--- src/rtl/mod_memstage_lsq.sv ---
// Memory stage with an in-order op queue: issues one load/store at a time to the
// data port, extends load data by size, and presents each completed op to EX.
module mod_memstage_lsq #(
    parameter int ADDR_W    = 64,
    parameter int DATA_W    = 64,
    parameter int PAYLOAD_W = 160,
    parameter int DEPTH     = 4
) (
    input  logic                       clk,
    input  logic                       reset,
    input  logic                       flush,
    input  logic                       in_valid,
    output logic                       in_ready,
    input  logic [1:0]                 in_kind,
    input  logic [ADDR_W-1:0]          in_addr,
    input  logic [DATA_W-1:0]          in_wdata,
    input  logic [1:0]                 in_size,
    input  logic                       in_signed,
    input  logic [PAYLOAD_W-1:0]       in_payload,
    output logic                       mem_req_valid,
    input  logic                       mem_req_ready,
    output logic                       mem_req_we,
    output logic [ADDR_W-1:0]          mem_req_addr,
    output logic [DATA_W-1:0]          mem_req_wdata,
    output logic [1:0]                 mem_req_size,
    input  logic                       mem_rsp_valid,
    input  logic [DATA_W-1:0]          mem_rsp_data,
    output logic                       out_valid,
    input  logic                       out_ready,
    output logic [1:0]                 out_kind,
    output logic [DATA_W-1:0]          out_data,
    output logic [PAYLOAD_W-1:0]       out_payload,
    output logic [$clog2(DEPTH):0]     occupancy,
    output logic                       busy,
    output logic [2:0]                 dbg_state
);
    // Handshakes (in_*, mem_req_*, out_*): a transfer happens on a rising edge where
    // valid and ready are both high; once raised, valid and its fields hold until the
    // transfer, except that flush may withdraw them.
    localparam int PTR_W = $clog2(DEPTH);
    localparam int CNT_W = PTR_W + 1;

    localparam logic [1:0] KIND_LOAD  = 2'b01;
    localparam logic [1:0] KIND_STORE = 2'b10;

    typedef enum logic [2:0] {
        S_IDLE    = 3'd0,
        S_REQ     = 3'd1,
        S_WAIT    = 3'd2,
        S_PRESENT = 3'd3,
        S_DRAIN   = 3'd4
    } state_t;

    state_t state, state_nxt;

    logic [1:0]           q_kind    [DEPTH];
    logic [ADDR_W-1:0]    q_addr    [DEPTH];
    logic [DATA_W-1:0]    q_wdata   [DEPTH];
    logic [1:0]           q_size    [DEPTH];
    logic                 q_signed  [DEPTH];
    logic [PAYLOAD_W-1:0] q_payload [DEPTH];

    logic [PTR_W-1:0] head, tail;
    logic [CNT_W-1:0] count;
    logic             rst_done;

    logic [1:0]           out_kind_r;
    logic [DATA_W-1:0]    out_data_r;
    logic [PAYLOAD_W-1:0] out_payload_r;

    logic                 push, pop, out_load, head_valid, head_is_mem;
    logic [1:0]           h_kind, h_size;
    logic [ADDR_W-1:0]    h_addr;
    logic [DATA_W-1:0]    h_wdata, out_data_nxt;
    logic                 h_signed;
    logic [PAYLOAD_W-1:0] h_payload;

    function automatic logic [DATA_W-1:0] extend_load(input logic [DATA_W-1:0] d,
                                                      input logic [1:0] size,
                                                      input logic sgn);
        int                nbits;
        logic [DATA_W-1:0] mask;
        logic              sbit;
        nbits = 8 << size;
        mask  = {DATA_W{1'b1}} >> (DATA_W - nbits);
        sbit  = |(d & mask & ~(mask >> 1));
        return (sgn && sbit) ? (d | ~mask) : (d & mask);
    endfunction

    assign h_kind      = q_kind[head];
    assign h_addr      = q_addr[head];
    assign h_wdata     = q_wdata[head];
    assign h_size      = q_size[head];
    assign h_signed    = q_signed[head];
    assign h_payload   = q_payload[head];
    assign head_valid  = (count != '0);
    assign head_is_mem = (h_kind == KIND_LOAD) || (h_kind == KIND_STORE);

    // rst_done keeps in_ready low through reset and for the first cycle after it.
    assign in_ready = rst_done && (count < CNT_W'(DEPTH)) && !flush && (state != S_DRAIN);
    assign push     = in_valid && in_ready;

    assign out_data_nxt = (state == S_WAIT && h_kind == KIND_LOAD)
                        ? extend_load(mem_rsp_data, h_size, h_signed) : h_wdata;

    always_comb begin
        state_nxt     = state;
        pop           = 1'b0;
        out_load      = 1'b0;
        mem_req_valid = 1'b0;
        unique case (state)
            S_IDLE: begin
                if (head_valid) begin
                    if (head_is_mem) begin
                        state_nxt = S_REQ;
                    end else begin
                        out_load  = 1'b1;
                        pop       = 1'b1;
                        state_nxt = S_PRESENT;
                    end
                end
            end
            S_REQ: begin
                mem_req_valid = 1'b1;
                if (mem_req_ready) state_nxt = S_WAIT;
            end
            S_WAIT: begin
                if (mem_rsp_valid) begin
                    out_load  = 1'b1;
                    pop       = 1'b1;
                    state_nxt = S_PRESENT;
                end
            end
            S_PRESENT: begin
                if (out_ready) state_nxt = S_IDLE;
            end
            S_DRAIN: begin
                if (mem_rsp_valid) state_nxt = S_IDLE;
            end
            default: state_nxt = S_IDLE;
        endcase
        // A flush with a request still owed a response must swallow that response.
        if (flush) begin
            pop      = 1'b0;
            out_load = 1'b0;
            if ((state == S_WAIT && !mem_rsp_valid) ||
                (state == S_REQ && mem_req_ready) ||
                (state == S_DRAIN && !mem_rsp_valid))
                state_nxt = S_DRAIN;
            else
                state_nxt = S_IDLE;
        end
    end

    always_ff @(posedge clk) begin
        if (reset) begin
            state         <= S_IDLE;
            head          <= '0;
            tail          <= '0;
            count         <= '0;
            rst_done      <= 1'b0;
            out_kind_r    <= '0;
            out_data_r    <= '0;
            out_payload_r <= '0;
        end else begin
            state    <= state_nxt;
            rst_done <= 1'b1;
            if (flush) begin
                head  <= '0;
                tail  <= '0;
                count <= '0;
            end else begin
                if (push) tail <= tail + 1'b1;
                if (pop)  head <= head + 1'b1;
                count <= count + CNT_W'(push) - CNT_W'(pop);
            end
            if (out_load) begin
                out_kind_r    <= h_kind;
                out_data_r    <= out_data_nxt;
                out_payload_r <= h_payload;
            end
        end
    end

    always_ff @(posedge clk) begin
        if (push) begin
            q_kind[tail]    <= in_kind;
            q_addr[tail]    <= in_addr;
            q_wdata[tail]   <= in_wdata;
            q_size[tail]    <= in_size;
            q_signed[tail]  <= in_signed;
            q_payload[tail] <= in_payload;
        end
    end

    assign mem_req_we    = (state == S_REQ) && (h_kind == KIND_STORE);
    assign mem_req_addr  = (state == S_REQ) ? h_addr  : '0;
    assign mem_req_wdata = (state == S_REQ) ? h_wdata : '0;
    assign mem_req_size  = (state == S_REQ) ? h_size  : '0;

    assign out_valid   = (state == S_PRESENT);
    assign out_kind    = out_kind_r;
    assign out_data    = out_data_r;
    assign out_payload = out_payload_r;
    assign occupancy   = count;
    assign busy        = (state != S_IDLE) || (count != '0);
    assign dbg_state   = state;

endmodule

--- config.mk ---
export PLATFORM = sky130hd
export DESIGN_NAME = mod_memstage_lsq
export DESIGN_NICKNAME = d
export VERILOG_FILES = /design/src/rtl/mod_memstage_lsq.sv
export SDC_FILE = /design/constraint.sdc
export NUM_CORES = 1
export LEC_CHECK = 0
export CAP_MARGIN = 40
export CELL_PAD_IN_SITES_DETAIL_PLACEMENT = 0
export CELL_PAD_IN_SITES_GLOBAL_PLACEMENT = 1
export CORE_MARGIN = 2
export CORE_UTILIZATION = 50
export DETAILED_ROUTE_END_ITERATION = 8
export PLACE_DENSITY_LB_ADDON = 0.1
export SLEW_MARGIN = 40
export SYNTH_ARGS = -nofsm -noshare
export SYNTH_HDL_FRONTEND = slang
export SYNTH_SLANG_ARGS = --single-unit
--- constraint.sdc ---
create_clock -name clk -period 22.8 [get_ports clk]
set_input_delay 4.56 -clock clk [delete_from_list [all_inputs] [get_ports clk]]
set_output_delay 4.56 -clock clk [all_outputs]
set_load 0.02 [all_outputs]
# Word level (Yosys, flattened, before mapping)
# Memories as Yosys holds them, arrays and structs flattened. A register that Yosys moved wholly into a read port is not among the register bits.
# Cells that the tools add are included.
# W data, S select, Z words.
[totals] mem_count=6 mem_bits_ro=0 output_inout_bits=367 regBits=77 mem_bits_rw=1172 wordCells=93 latch_bits=0
[op_classes] shift=2 n_div=0 mul=0 n_eq_ne=12 magnitude_cmp=1 mux=33 bitwise=5 n_reduce_logical=22 add_sub_neg=5
[memory_table] name="q_payload" words=4 word_bits=160 rd=1 rd_ports_with_merged_regs=1 write_ports=1 line="61" text="logic [PAYLOAD_W-1:0] q_payload [DEPTH];"
[memory_table] name="q_addr" words=4 word_bits=64 rd=1 rd_ports_with_merged_regs=1 write_ports=1 line="57" text="logic [ADDR_W-1:0] q_addr [DEPTH];"
[memory_table] name="q_wdata" words=4 word_bits=64 rd=1 rd_ports_with_merged_regs=1 write_ports=1 line="58" text="logic [DATA_W-1:0] q_wdata [DEPTH];"
[memory_table] name="q_kind" words=4 word_bits=2 rd=1 rd_ports_with_merged_regs=1 write_ports=1 line="56" text="logic [1:0] q_kind [DEPTH];"
[memory_table] name="q_size" words=4 word_bits=2 rd=1 rd_ports_with_merged_regs=1 write_ports=1 line="59" text="logic [1:0] q_size [DEPTH];"
[memory_table] name="q_signed" words=4 word_bits=1 rd=1 rd_ports_with_merged_regs=1 write_ports=1 line="60" text="logic q_signed [DEPTH];"
[op_table] cell="$mux W64" n=4
[op_table] cell="$and A64 B64 Y64" n=2
[op_table] cell="$not A63 Y64" n=1
[op_table] cell="$not A64 Y64" n=1
[op_table] cell="$or A64 B64 Y64" n=1
[op_table] cell="$reduce_or A64 Y1" n=1
[op_table] cell="$shr A64 B32 Y64 const A" n=1
[op_table] cell="$shl A4 B2 Y32 const A" n=1
[op_table] cell="$sub A8 B32 Y32 const A" n=1
[op_table] cell="$mux W2" n=12
[op_table] cell="$mux W3" n=7
[op_table] cell="$ne A3 B3 Y1 const B" n=5
[op_table] cell="$pmux W3 S5" n=1
[op_table] cell="$logic_and A1 B1 Y1" n=10
[op_table] cell="$mux W1" n=8
[op_table] cell="$eq A3 B2 Y1 const B" n=2
[op_table] cell="$reduce_bool A3 Y1" n=2
[op_table] cell="$reduce_and A5 Y1" n=1
[op_table] cell="$add A2 B1 Y2 const B" n=2
[op_table] cell="$logic_or A1 B1 Y1" n=4
[op_table] cell="$add A3 B1 Y3" n=1
[op_table] cell="$eq A3 B1 Y1 const B" n=1
[op_table] cell="$eq A3 B3 Y1 const B" n=1
[op_table] cell="$logic_not A3 Y1" n=1
[op_table] cell="8 further kinds" n=9

# Longest topological paths before layout
# Gate-level depths: netlist of run 1.
[logic_depth] ltp_word=9 ltp_mapped=18 mapped_depth_nobuf=12

# Worst setup path after synthesis of run 1
# No wires, ideal clock.
[synth_timing] path_kind="input to register" from="in flush" to="mem q_addr[1][0], enable pin" n_path_buf=0 path_stages=3 required_ps=22105 arrival_time_ps=11746 setup_time_ps=695 path_slack_ps=10359 cell_sequence="nor2_1 > o311a_1 > and3_1"
[synth_between] elab_chain_cells=6
[synth_lines] item="start: declaration" line="11" text="input logic flush,"
[synth_lines] item="$logic_not A1 Y1" line="100" text="assign in_ready = rst_done && (count < CNT_W'(DEPTH)) && !flush && (state != S_DRAIN);"
[synth_lines] item="$logic_and A1 B1 Y1 (2 in series)" line="100"
[synth_lines] item="named net in_ready" line="13" text="output logic in_ready,"
[synth_lines] item="$logic_and A1 B1 Y1" line="101" text="assign push = in_valid && in_ready;"
[synth_lines] item="$mux W1" line="186" text="if (push) begin"
[synth_lines] item="$mux W1 (implied by the code)" line="188" text="q_addr[tail] <= in_addr;"
[synth_lines] item="end: declaration" line="57"
# The timed path passes the listed nets, and every way through them passes these cells.

# Worst setup path in the final report of run 1
[layout_timing] from="in flush" to="out in_ready"
[layout_between] elab_chain_cells=3
[layout_lines] item="$logic_not A1 Y1" line="100"
[layout_lines] item="$logic_and A1 B1 Y1 (2 in series)" line="100"
[layout_lines] item="end: declaration" line="13"
# Every way passes these cells.

==> results of run 1 <==
final cells by class:
class,count,area [um2]
sequential,1411,40000
fill,7266,37500
multi-input combinational,1212,11200
timing repair buffer,778,7990
clock buffer,218,4170
tap,1380,1730
clock inverter,52,591
antenna,22,55.1
inverter,12,52.6
power groups by stage:
stage	clock [uW]	combinational [uW]	sequential (uW)
global placement	0	214	2880
global route	2490	237	2830
detailed placement	0	223	2880
finish	2340	222	2830
CTS	2390	224	2830
floorplan	0	72.4	2900
cell families after synthesis:
group	count (synthesis)	share of synthesized area
compound gates	278	0.0309
xor+xnor	5	0.000842
fa+ha+maj	9	0.00231
buf+inv	182	0.0156
flops	1411	0.769
mux	298	0.128
simple gates	622	0.0536
cell usage in the layout (no fill, tap or decap), types with 13 or more instances in the layout:
cell	instances
o22ai_1	47
nor2_1	51
nor3_1	43
edfxtp_1	1172
diode_2	22
clkbuf_16	151
buf_6	13
mux4_2	293
clkbuf_1	53
dfxtp_1	235
clkinv_1	21
buf_4	17
nand2_1	371
and2_1	134
clkbuf_8	14
a21oi_1	180
o221ai_1	16
clkdlybuf4s50_1	729
flip-flops by register name (all words and copies together) (netlist names), named ones only:
name         count
dbg_state        3
out_data        64
q_size           8
tail             2
q_payload      640
out_kind         2
out_payload    160
occupancy        3
head             2
q_addr         256
q_signed         4
rst_done         1
q_wdata        256
q_kind           8
critical path, stage by stage:
cell and delay, ps:
clkdlybuf4s50_1 520, nor2_1 170, o311a_1 310, clkdlybuf4s50_1 660
path summary, 6_finish.rpt:
kind                   start               end  slack (ps)
max                    flush          in_ready       12010
max reg2reg        flip-flop  out_payload[139]       17980
min reg2reg  out_payload[11]   out_payload[11]         450
min          out_payload[11]   out_payload[11]         450
layer usage:
layer	vias to the layer above	wire length (um)	GRT usage
met1	14546	49000	0.300
li1	12542	-	-
met5	-	217	0
met2	907	68300	0.419
met4	34	4660	0.0983
met3	240	9320	0.0646
metrics by stage:
stage / utilization / power, uW / area, um2 / hold WS [ps]
after floorplan: - / 2970 / 52000 / 469
after global placement: 0.587 / 3100 / 60600 / 442
after detailed placement: 0.589 / 3110 / 60900 / 446
after CTS: 0.635 / 5450 / 65700 / 453
after global routing: 0.637 / 5560 / 65800 / 473
final: 0.637 / 5400 / 65800 / 452
==> key figures, run 1 <==
Outcome
  – Outcome: completed

Layout
  – Final-stage net count: 3934
  – Final Non-Filler Cells: 5085
  – Area grow syn2layout: 26.6%
  – Layout cells sized above 1: 0.150

Timing
  – RSZ-0062 raised after global routing: no
  – Final critical-path share of the clock period: 0.473
  – Worst Tran Pin Value: 837 ps
  – Rel. slew slack: 0.442
  – Setup ws final: 12010 ps
  – Final setup fails: 0
  – Fmax: 92.7 MHz
  – Count of final hold-check violations: 0
  – Clk_skew: 26.4 ps
  – Setup TNS: 0 ps
  – Max Slew Vio Count: 0
  – Final min period: 10790 ps

Synthesis
  – Area of the mapped netlist: 0.0520 mm2
  – Register area share after synthesis: 0.769
  – Asr flop ratio synth: 0
  – Most common cell in the netlist: edfxtp_1
  – Syn nets: 3178
  – Synth Register Bits: 1411
  – Post-synth top area share: 0.677
  – Yosys warnings: 0
  – Synth Flop Type: edfxtp_1
  – Largest area contributor in the synthesized netlist: edfxtp_1
  – Post-synth top cells: 1172 x edfxtp_1, 371 x nand2_1, 293 x mux4_2
  – Number of flops mapped to enable cells by yosys: 1172
  – Cells after Synth: 2805
  – Post-synth cell types: 45
  – Syn_area_per_cell: 18.5 um2
  – Synth top area cells: edfxtp_1 68%, mux4_2 13%, dfxtp_1 9.2%, nand2_1 2.7%, a21oi_1 1.7%

Global routing
  – Overall Global Routing Usage: 0.246
  – First-pass GRT wire length: 193000 um
  – Vias in the first global route: 29262
  – Aggregate global routing overflow: 0
  – Initial antenna violation count: 39
  – Largest net degree at the start of global routing: 152

CTS
  – Setup bufs post-CTS: 0
  – H-tree levels: 4
  – Sink Count: 1411
  – CTS tree: built
  – Hold-fix buffers, CTS: 0
  – Number of buffers created by CTS: 146
  – Clock Tree Buf Depth: 3
  – CTS Root Buffer Type: clkbuf_16
  – Post-cts repair resize count: 0
  – Skew-Pair Late Insertion Delay: 740 ps
  – Reg clk slew, reported paths: 60 ps

Worst hold path
  – WHS Path Cells: 2
  – Worst Hold Class: flip-flop to flip-flop

Pwr
  – Clock network fraction of total power: 0.434
  – Leakage: 0.0206 uW
  – Switching Share: 0.199
  – Sw power: 1070 uW
  – PD cells: 82.0 mW/mm2
  – Combinational power share: 0.041
  – VDD IR max: 74.5 uV
  – Int Power: 4320 uW
  – Sequential share of power: 0.524

Setup path
  – CP Launch Type: primary input
  – Crit Path Max Fanout: 6
  – Critical path capture point type: output pin
  – Req. time, crit path: 18240 ps
  – CP arrival: 6230 ps
  – R2R depth: 10
  – Critical path class: primary input to output pin

Detailed routing
  – Vias: 28269
  – DR vias/cell: 5.56
  – DR iter-0 viols: 2172
  – Final WL: 132000 um
  – DRC errors left: 0
  – Pre-antenna DRT Iters: 6
  – WL/cell: 25.9 um
  – Antenna-violating nets left: 0

Floorplan
  – Die area: 0.107 mm2
  – # IOs: 731
  – Die height: 326 um
  – Starting density of the core: 0.503
  – Row count: 118
  – Core area: 0.103 mm2
  – Chip width: 326 um

Place
  – # port buffers: 730
  – Dpl cells: 4790
  – GPL Wtd Cong: 0.853
  – Dpl ws: 12010 ps
  – Post-DP HPWL: 82200 um

Run
  – Max Cap Violations: 0
Power figures use the tool's default switching activity.
==> run 2: changes to the inputs <==
CORE_UTILIZATION = 46   (was 50)
clock period = 10.6 ns   (was 22.8 ns; I/O delays follow)
==> run 2 against run 1 <==
  * Register-to-register slack got worse by 12000 ps
  * Clock power rose by 120%
  * Global-route usage fell by 1.8 points
  * Largest power group unchanged
  * Flip-flop and latch count did not move
  * Die area rose by 8.6%
  * Critical path type unchanged
==> key figures, run 2 (same netlist as run 1, synthesis figures left out) <==
Place
  – GPL Wtd Cong: 0.850
  – Placed cell area: 0.0613 mm2
  – # port buffers: 730
  – Post-DP HPWL: 84500 um

Setup path
  – R2r setup slk: 5580 ps
  – Reg-to-Reg End: occupancy[2]
  – Critical path class: primary input to output pin
  – CP delay by family, top: buffers and inverters
  – Worst path bufs/invs: 2
  – Req. time, crit path: 8480 ps
  – CP Cell Sequence: clkdlybuf4s50_1 > nor2_1 > o311a_1 > clkdlybuf4s50_1
  – Most Frequent Cell on Critical Path: clkdlybuf4s50_1
  – CP max stage cell: clkdlybuf4s50_1
  – Critical path capture point type: output pin
  – Slowest stage delay, CP: 690 ps
  – Crit Path Max Fanout: 6
  – R2R depth: 13
  – CP arrival: 3750 ps
  – CP Launch Type: primary input

Worst hold path
  – WHS Path Cells: 2
  – HP Start: out_payload[86]
  – Hold Crit Endpoint: out_payload[86]
  – Worst Hold Class: flip-flop to flip-flop

Global routing
  – Initial antenna violation count: 39
  – First-pass GRT wire length: 193000 um
  – Vias in the first global route: 29048
  – Aggregate global routing overflow: 0
  – Overall Global Routing Usage: 0.227
  – Largest net degree at the start of global routing: 125

Timing
  – Count of final hold-check violations: 0
  – Fmax: 170 MHz
  – Worst Tran Pin Value: 822 ps
  – Max Slew Vio Count: 0
  – Clk_skew: 21.7 ps
  – Setup TNS: 0 ps
  – Final setup fails: 0
  – Rel. slew slack: 0.452
  – Final min period: 5870 ps
  – RSZ-0062 raised after global routing: no
  – Final critical-path share of the clock period: 0.554

Floorplan
  – Chip width: 340 um
  – Starting density of the core: 0.463
  – Die area: 0.116 mm2
  – # IOs: 731
  – Core area: 0.112 mm2
  – Die height: 340 um
  – Row count: 123

Detailed routing
  – WL/cell: 25.6 um
  – Vias: 28214
  – DRC errors left: 0
  – Final WL: 133000 um
  – DR iter-0 viols: 1969
  – Pre-antenna DRT Iters: 5
  – DR vias/cell: 5.43
  – Antenna-violating nets left: 0

Layout
  – Largest register FFs: 640
  – Commonest non-fill, non-tap cell in the layout: edfxtp_1
  – Post-Layout Inst Area: 0.0661 mm2
  – Most frequent cells in the layout: 1172 x edfxtp_1, 729 x clkdlybuf4s50_1, 371 x nand2_1
  – Largest regs: q_payload (640), q_addr (256), q_wdata (256)
  – Layout cells sized above 1: 0.155
  – Biggest register: q_payload
  – Final-stage net count: 3934
  – Fill cells: 8473
  – Area grow syn2layout: 27.2%

CTS
  – Sink Count: 1411
  – Hold-fix buffers, CTS: 0
  – CTS Root Buffer Type: clkbuf_16
  – Clock Tree Buf Depth: 3
  – Number of buffers created by CTS: 147
  – CTS tree: built
  – Reg clk slew, reported paths: 50 ps
  – Skew-Pair Late Insertion Delay: 730 ps
  – Post-cts repair resize count: 0
  – H-tree levels: 4
  – Setup bufs post-CTS: 0

Pwr
  – Leakage: 0.0207 uW
  – VDD IR max: 130 uV
  – PD cells: 176 mW/mm2

Outcome
  – Outcome: completed

Run
  – Max Cap Violations: 0
run 2: changes by cell type in the layout (fill, tap and decap cells not counted), sizes merged:
| cell | delta |
|---|---|
| clkinv | +20 |
| clkbuf | -17 |
| diode | -15 |
| clkinvlp | +2 |
| buf | -1 |
| bufinv | -1 |
| inv | +1 |
run 2: power by group:
part | internal, uW | switching [uW]
Sequential | 6060 | 22.7
Combinational | 241 | 239
Clock | 2980 | 2080
run 2: routing by layer:
| layer | global-route usage | up-vias | wire, um |
|---|---|---|---|
| met5 | 0 | - | 328 |
| met4 | 0.0710 | 50 | 3540 |
| met3 | 0.0697 | 238 | 10500 |
| met2 | 0.394 | 925 | 69000 |
| met1 | 0.273 | 14498 | 49800 |
| li1 | - | 12503 | - |
run 2: worst reg2reg max path, stage by stage, from the launching register on:
cell and delay, ps:
dfxtp_4 660, buf_4 670, mux4_2 510, inv_1 100, ha_1 250, nor2_1 170
or4_4 520, clkinv_8 590, ha_1 570, inv_1 40, ha_1 190, fa_1 420
xnor2_1 170, nor2_1 50
run 2: worst max path at each step:
stage               from      endpoint  cells after the start
5_1_grt            flush      in_ready                      4
3_5_place_dp       flush      in_ready                      4
4_1_cts        flip-flop    mem_req_we                      6
2_1_floorplan      flush  q_addr[1][0]                      3
3_3_place_gp       flush     flip-flop                      8
6_report           flush      in_ready                      4
run 2: per-stage QoR:
stage                      util  setup slack [ps]  total power [uW]  cells  hold WS (ps)
after floorplan               -               599              6390   2805           469
after global placement    0.541              4660              6660   4892           443
after detailed placement  0.545              4720              6690   4910           446
after CTS                 0.588              4720             11800   5185           454
after global routing      0.589              4650             12000   5192           467
final                     0.589              4730             11600   5194           452
run 2: final cells by class:
class                           count  area, um2  area share
Antenna cell                        7       17.5    0.000265
Tap cell                         1500       1880      0.0284
Sequential cell                  1411      40000       0.605
Clock inverter                     74        674      0.0102
Inverter                           12       57.6    0.000870
Clock buffer                      201       4130      0.0624
Timing Repair Buffer              777       8160       0.123
Multi-Input combinational cell   1212      11200       0.170
